--- src/rtl/pcs_link_ctrl.sv ---
// PCS link bring-up controller: power-up sequencing, sync qualification,
// invalid code-group monitoring in LINK_UP and FAIL/retry handling.
module pcs_link_ctrl #(
    parameter int unsigned PWR_ON_CYC       = 4,
    parameter int unsigned SYNC_TIMEOUT_CYC = 1000,
    parameter int unsigned LINK_TIMER_CYC   = 16,
    parameter int unsigned WINDOW_CYC       = 256,
    parameter int unsigned ERR_THRESH       = 8
) (
    input  logic        Clk,
    input  logic        mr_main_reset,
    input  logic        enable,
    input  logic        sync_status,
    input  logic        cg_invalid,
    output logic        power_on,
    output logic        pcs_reset,
    output logic        link_ok,
    output logic [2:0]  state,
    output logic [15:0] err_count,
    output logic [7:0]  retry_count
);

    localparam int unsigned MAX_A   = (PWR_ON_CYC > SYNC_TIMEOUT_CYC) ? PWR_ON_CYC
                                                                     : SYNC_TIMEOUT_CYC;
    localparam int unsigned MAX_B   = (LINK_TIMER_CYC > WINDOW_CYC) ? LINK_TIMER_CYC
                                                                    : WINDOW_CYC;
    localparam int unsigned TMR_MAX = (MAX_A > MAX_B) ? MAX_A : MAX_B;
    localparam int unsigned TMR_W   = $clog2(TMR_MAX + 1);
    localparam int unsigned WERR_W  = $clog2(ERR_THRESH + 1);

    typedef enum logic [2:0] {
        StOff       = 3'd0,
        StPowerUp   = 3'd1,
        StWaitSync  = 3'd2,
        StLinkTimer = 3'd3,
        StLinkUp    = 3'd4,
        StFail      = 3'd5
    } state_e;

    state_e              r_state;
    state_e              w_state_nxt;
    logic [TMR_W-1:0]    r_timer;
    logic [TMR_W-1:0]    w_timer_nxt;
    logic [WERR_W-1:0]   r_win_err;
    logic [WERR_W-1:0]   w_win_err_nxt;
    logic [WERR_W-1:0]   w_win_err_inc;
    logic [15:0]         r_err_count;
    logic [7:0]          r_retry_count;
    logic                r_power_on;
    logic                r_pcs_reset;
    logic                r_link_ok;
    logic                w_power_on_nxt;
    logic                w_pcs_reset_nxt;
    logic                w_link_ok_nxt;
    logic                w_tmr_pwr;
    logic                w_tmr_sync;
    logic                w_tmr_link;
    logic                w_win_wrap;
    logic                w_err_hit;

    assign w_tmr_pwr     = (r_timer == TMR_W'(PWR_ON_CYC - 1));
    assign w_tmr_sync    = (r_timer == TMR_W'(SYNC_TIMEOUT_CYC - 1));
    assign w_tmr_link    = (r_timer == TMR_W'(LINK_TIMER_CYC - 1));
    assign w_win_wrap    = (r_timer == TMR_W'(WINDOW_CYC - 1));
    // The pulse landing on the wrap cycle still belongs to the closing window.
    assign w_win_err_inc = r_win_err + WERR_W'(cg_invalid);
    assign w_err_hit     = cg_invalid && (w_win_err_inc >= WERR_W'(ERR_THRESH));

    always_ff @(posedge Clk or negedge mr_main_reset) begin
        if (!mr_main_reset) begin
            r_state       <= StOff;
            r_timer       <= '0;
            r_win_err     <= '0;
            r_err_count   <= '0;
            r_retry_count <= '0;
            r_power_on    <= 1'b0;
            r_pcs_reset   <= 1'b1;
            r_link_ok     <= 1'b0;
        end else begin
            r_state     <= w_state_nxt;
            r_timer     <= w_timer_nxt;
            r_win_err   <= w_win_err_nxt;
            r_power_on  <= w_power_on_nxt;
            r_pcs_reset <= w_pcs_reset_nxt;
            r_link_ok   <= w_link_ok_nxt;
            if (r_state == StLinkUp && cg_invalid && r_err_count != 16'hFFFF) begin
                r_err_count <= r_err_count + 16'd1;
            end
            if (w_state_nxt == StFail && r_state != StFail && r_retry_count != 8'hFF) begin
                r_retry_count <= r_retry_count + 8'd1;
            end
        end
    end

    always_comb begin
        w_state_nxt = r_state;
        if (!enable) begin
            w_state_nxt = StOff;
        end else begin
            case (r_state)
                StOff:       w_state_nxt = StPowerUp;
                StPowerUp:   if (w_tmr_pwr) w_state_nxt = StWaitSync;
                StWaitSync: begin
                    if (sync_status)     w_state_nxt = StLinkTimer;
                    else if (w_tmr_sync) w_state_nxt = StFail;
                end
                StLinkTimer: begin
                    if (!sync_status)    w_state_nxt = StWaitSync;
                    else if (w_tmr_link) w_state_nxt = StLinkUp;
                end
                StLinkUp:    if (!sync_status || w_err_hit) w_state_nxt = StFail;
                StFail:      if (w_tmr_pwr) w_state_nxt = StWaitSync;
                default:     w_state_nxt = StOff;
            endcase
        end
    end

    always_comb begin
        w_timer_nxt   = r_timer + TMR_W'(1);
        w_win_err_nxt = w_win_err_inc;
        if (w_state_nxt != r_state || r_state == StOff) begin
            w_timer_nxt = '0;
        end else if (r_state == StLinkUp && w_win_wrap) begin
            w_timer_nxt = '0;
        end
        if (r_state != StLinkUp || w_state_nxt != StLinkUp || w_win_wrap) begin
            w_win_err_nxt = '0;
        end
    end

    // Outputs are decoded from the next state so the registers track r_state.
    always_comb begin
        w_power_on_nxt  = 1'b0;
        w_pcs_reset_nxt = 1'b1;
        w_link_ok_nxt   = 1'b0;
        case (w_state_nxt)
            StPowerUp, StFail: begin
                w_power_on_nxt  = 1'b1;
                w_pcs_reset_nxt = 1'b1;
            end
            StWaitSync, StLinkTimer: begin
                w_power_on_nxt  = 1'b1;
                w_pcs_reset_nxt = 1'b0;
            end
            StLinkUp: begin
                w_power_on_nxt  = 1'b1;
                w_pcs_reset_nxt = 1'b0;
                w_link_ok_nxt   = 1'b1;
            end
            default: begin
                w_power_on_nxt  = 1'b0;
                w_pcs_reset_nxt = 1'b1;
                w_link_ok_nxt   = 1'b0;
            end
        endcase
    end

    assign power_on    = r_power_on;
    assign pcs_reset   = r_pcs_reset;
    assign link_ok     = r_link_ok;
    assign state       = r_state;
    assign err_count   = r_err_count;
    assign retry_count = r_retry_count;

endmodule

--- config.mk ---
export PLATFORM = sky130hd
export DESIGN_NAME = pcs_link_ctrl
export DESIGN_NICKNAME = d
export VERILOG_FILES = /design/src/rtl/pcs_link_ctrl.sv
export SDC_FILE = /design/constraint.sdc
export NUM_CORES = 1
export LEC_CHECK = 0
export CAP_MARGIN = 20
export CORE_ASPECT_RATIO = 1.5
export CORE_MARGIN = 2
export CORE_UTILIZATION = 60
export CTS_BUF_LIST = sky130_fd_sc_hd__clkbuf_4 sky130_fd_sc_hd__clkbuf_8
export DETAILED_ROUTE_END_ITERATION = 16
export PLACE_DENSITY = 0.85
export SLEW_MARGIN = 10
export SYNTH_ARGS = -nofsm -noshare
export SYNTH_HDL_FRONTEND = slang
export SYNTH_SLANG_ARGS = --single-unit
--- constraint.sdc ---
create_clock -name Clk -period 4.5 [get_ports Clk]
set_input_delay 0.675 -clock Clk [delete_from_list [all_inputs] [get_ports Clk]]
set_output_delay 0.675 -clock Clk [all_outputs]
set_load 0.02 [all_outputs]
==> metrics.cfg <==
[final_layout]
design_area_um2 = 2760
multi_input_area_um2 = 1120
drive_above_1_share_pct = 6.98
fillers = 258
regArea_um2 = 1100
antenna_cells = 0
final_core_util_pct = 75.7
synthToLayoutAreaGrowth_pct = 21.2
nets = 267

[clock_network]
cts_resized = 0
cts_tree = done
cts_hold_buf = 0
clock_sinks = 44
cts_made_buffers = 5
cts_buffer_depth = 2
h-tree-depth = 2
clock_latency_ns = 0.30
cts_root_buf = clkbuf_8
clkTransAtPathRegs_ns = 0.08
post_cts_buffers = 0

[logic_synthesis]
ys_ff_latch = 44
synthMuxAreaShare_pct = 1.10
synth_top_area_share_pct = 47.3
synth_fp_nets = 231
synth_top_family_by_area = simple AND/OR/NAND/NOR gates
ys.flop_type = dfrtp_1
ys_warn_count = 0
synth.cell_area_um2 = 2280
ys_top_cells_by_area = dfrtp_1 (47%), xnor2_1 (8.5%), nor2_1 (5.1%)
synth_compound_area_share_pct = 6.04
synthArstFlopShare_pct = 100
syn_inst = 221
synth_xor_area_share_pct = 12.3
yosysUniqueCellTypes = 44
syn_area_per_cell_um2 = 10.3
yosysSeqAreaShare_pct = 48.4
synth_edf_count = 0
synth-simple-area-share_pct = 26.9
yosysTopAreaCell = dfrtp_1
synth_fa_ha_area_share_pct = 2.75

[floorplan]
start_util_pct = 62.4
core_area_um2 = 3650
ioPinCount = 35
die_h_um = 79.5
die_w_um = 54.3
die_area_um2 = 4310
fp-row-count = 27

[timing]
setup_viol = 0
slew_headroom_pct = 37.1
period_share_pct = 59.3
tightest_slew_ns = 0.943
totalNegativeSetupSlack_ns = 0
period_minus_slack_ns = 2.67
fin_worst_skew_ns = 0.00635
drv_slew = 0
hold_viol_final = 0
max_freq_mhz = 375
rsz0062_at_grt = false

[power_and_ir_drop]
vdd_drop_max_uv = 356
power_density_nw_per_um2 = 273
leakage_nw = 1.22
total_power_mw = 0.754

[drt]
drc = 0
drt_iter0_markers = 77
firstDrtPassIters = 4
vias_per_cell = 5.96
final_antenna_net_count = 0
vias = 1795
wl_per_cell_um = 15.4
routed_wl_um = 4650

[place]
place.gp.congestion = 0.832
placed_area_um2 = 2640
dp_hpwl_um = 3310
numPortBuffers = 34

[critical_path]
critical_path_arrival_ns = 2.86
path_max_fanout = 10
r2r_start = r_timer[0]
startpoint_type = input port
crit_required_ns = 4.69
reg2reg_to = retry_count[1]
reg2regPathDepth = 7
end_kind = flop
rrSetupSlack_ns = 2.08
critPathKind = in -> reg

[worst_hold_path]
min_to = r_timer[0]
hp-class = reg -> reg
hold_depth = 1
hold_start = r_timer[0]

[grt]
grt_pass1_vias = 1700
grt_overflow_total = 0
antenna_found_initial = 0
grt_max_degree = 45
grt_use_total_pct = 24.0
grt_pass1_wl_um = 7600

[status]
status = complete, no violations

[run]
maxCapViolations = 0

[critical path, cell delays in order]
cell and delay, ns:
clkdlybuf4s50_1 0.45, ha_1 0.24, nand3_1 0.10, xor2_1 0.25, o221ai_2 0.16, a311o_1 0.51, nand4_4 0.17, mux2_4 0.30
[kinds of logic (layout without fill, tap and decap cells)]
kind of cell	after synthesis	count (layout)
and+or+nand+nor	111	111
DFF	44	44
xor gates and xnor gates	32	32
AOI/OAI and AO/OA	14	14
buffers and inverters	13	50
adders and majority gates	5	5
muxes	2	2
[registers in the layout, summed over array words and instances, names as in the netlist]
name	flops
err_count	16
link_ok	1
pcs_reset	1
power_on	1
r_timer	10
r_win_err	4
retry_count	8
state	3
[layer usage]
metal	GRT usage (%)	part of all wire [%]
met1	29.1	42
met5	0	0
met3	4.31	3.8
met2	39.9	52
met4	11.0	2.5
[layout by cell type (no fill, tap or decap), types with 3 or more instances in the layout]
cell / netlist / routed
and3_1: 12 / 12
clkdlybuf4s50_1: 0 / 33
nor2_1: 31 / 31
nand4_1: 9 / 9
and2_1: 3 / 3
clkbuf_8: 0 / 6
inv_1: 8 / 8
nand2_1: 17 / 17
xor2_1: 10 / 10
xnor2_1: 22 / 22
and4_1: 5 / 5
ha_1: 5 / 5
dfrtp_1: 43 / 43
nand3_1: 18 / 18
[synth_stat cells (2+ instances only)]
cell type	n
and4_1	5
nand4_1	9
xor2_1	10
nand3b_1	2
nand3_1	18
and2_1	3
and3_1	12
nor4_1	2
ha_1	5
inv_1	8
xnor2_1	22
a31oi_1	2
or3_1	2
dfrtp_1	43
clkbuf_1	3
nand2_1	17
nor2_1	31
[stage by stage]
step                worst slack [ns]  hold slack (ns)  instances
global route                    1.64            0.482        301
finish                          1.83            0.456        301
CTS                             1.82            0.456        301
detailed placement              1.48            0.444        293
floorplan                       2.21            0.379        221
global placement                1.61            0.442        293
[layout make-up]
cell class / instances / share of cell area (%)
Tap cell: 43 / 1.95
Sequential cell: 44 / 39.9
Multi-Input combinational cell: 164 / 40.5
Clock inverter: 2 / 1.41
Inverter: 8 / 1.09
Timing Repair Buffer: 34 / 12.1
Clock buffer: 6 / 2.99
[power by group]
group | leakage (nW) | internal (mW) | total [mW] | switching [mW]
clock network | 0.0614 | 0.182 | 0.321 | 0.139
registers | 0.602 | 0.397 | 0.400 | 0.00294
logic | 0.561 | 0.0107 | 0.0331 | 0.0224
total | 1.22 | 0.589 | 0.754 | 0.164
[worst max path at each step]
stage	from	to	slack (ns)	cells after the start
after floorplan	cg_invalid	retry_count[1]	2.21	8
after global placement	cg_invalid	retry_count[1]	1.61	8
after detailed placement	cg_invalid	retry_count[1]	1.48	8
after CTS	cg_invalid	retry_count[1]	1.82	8
after global routing	cg_invalid	retry_count[1]	1.64	8
final	cg_invalid	retry_count[1]	1.83	8
(Power assumes the default switching activity.)
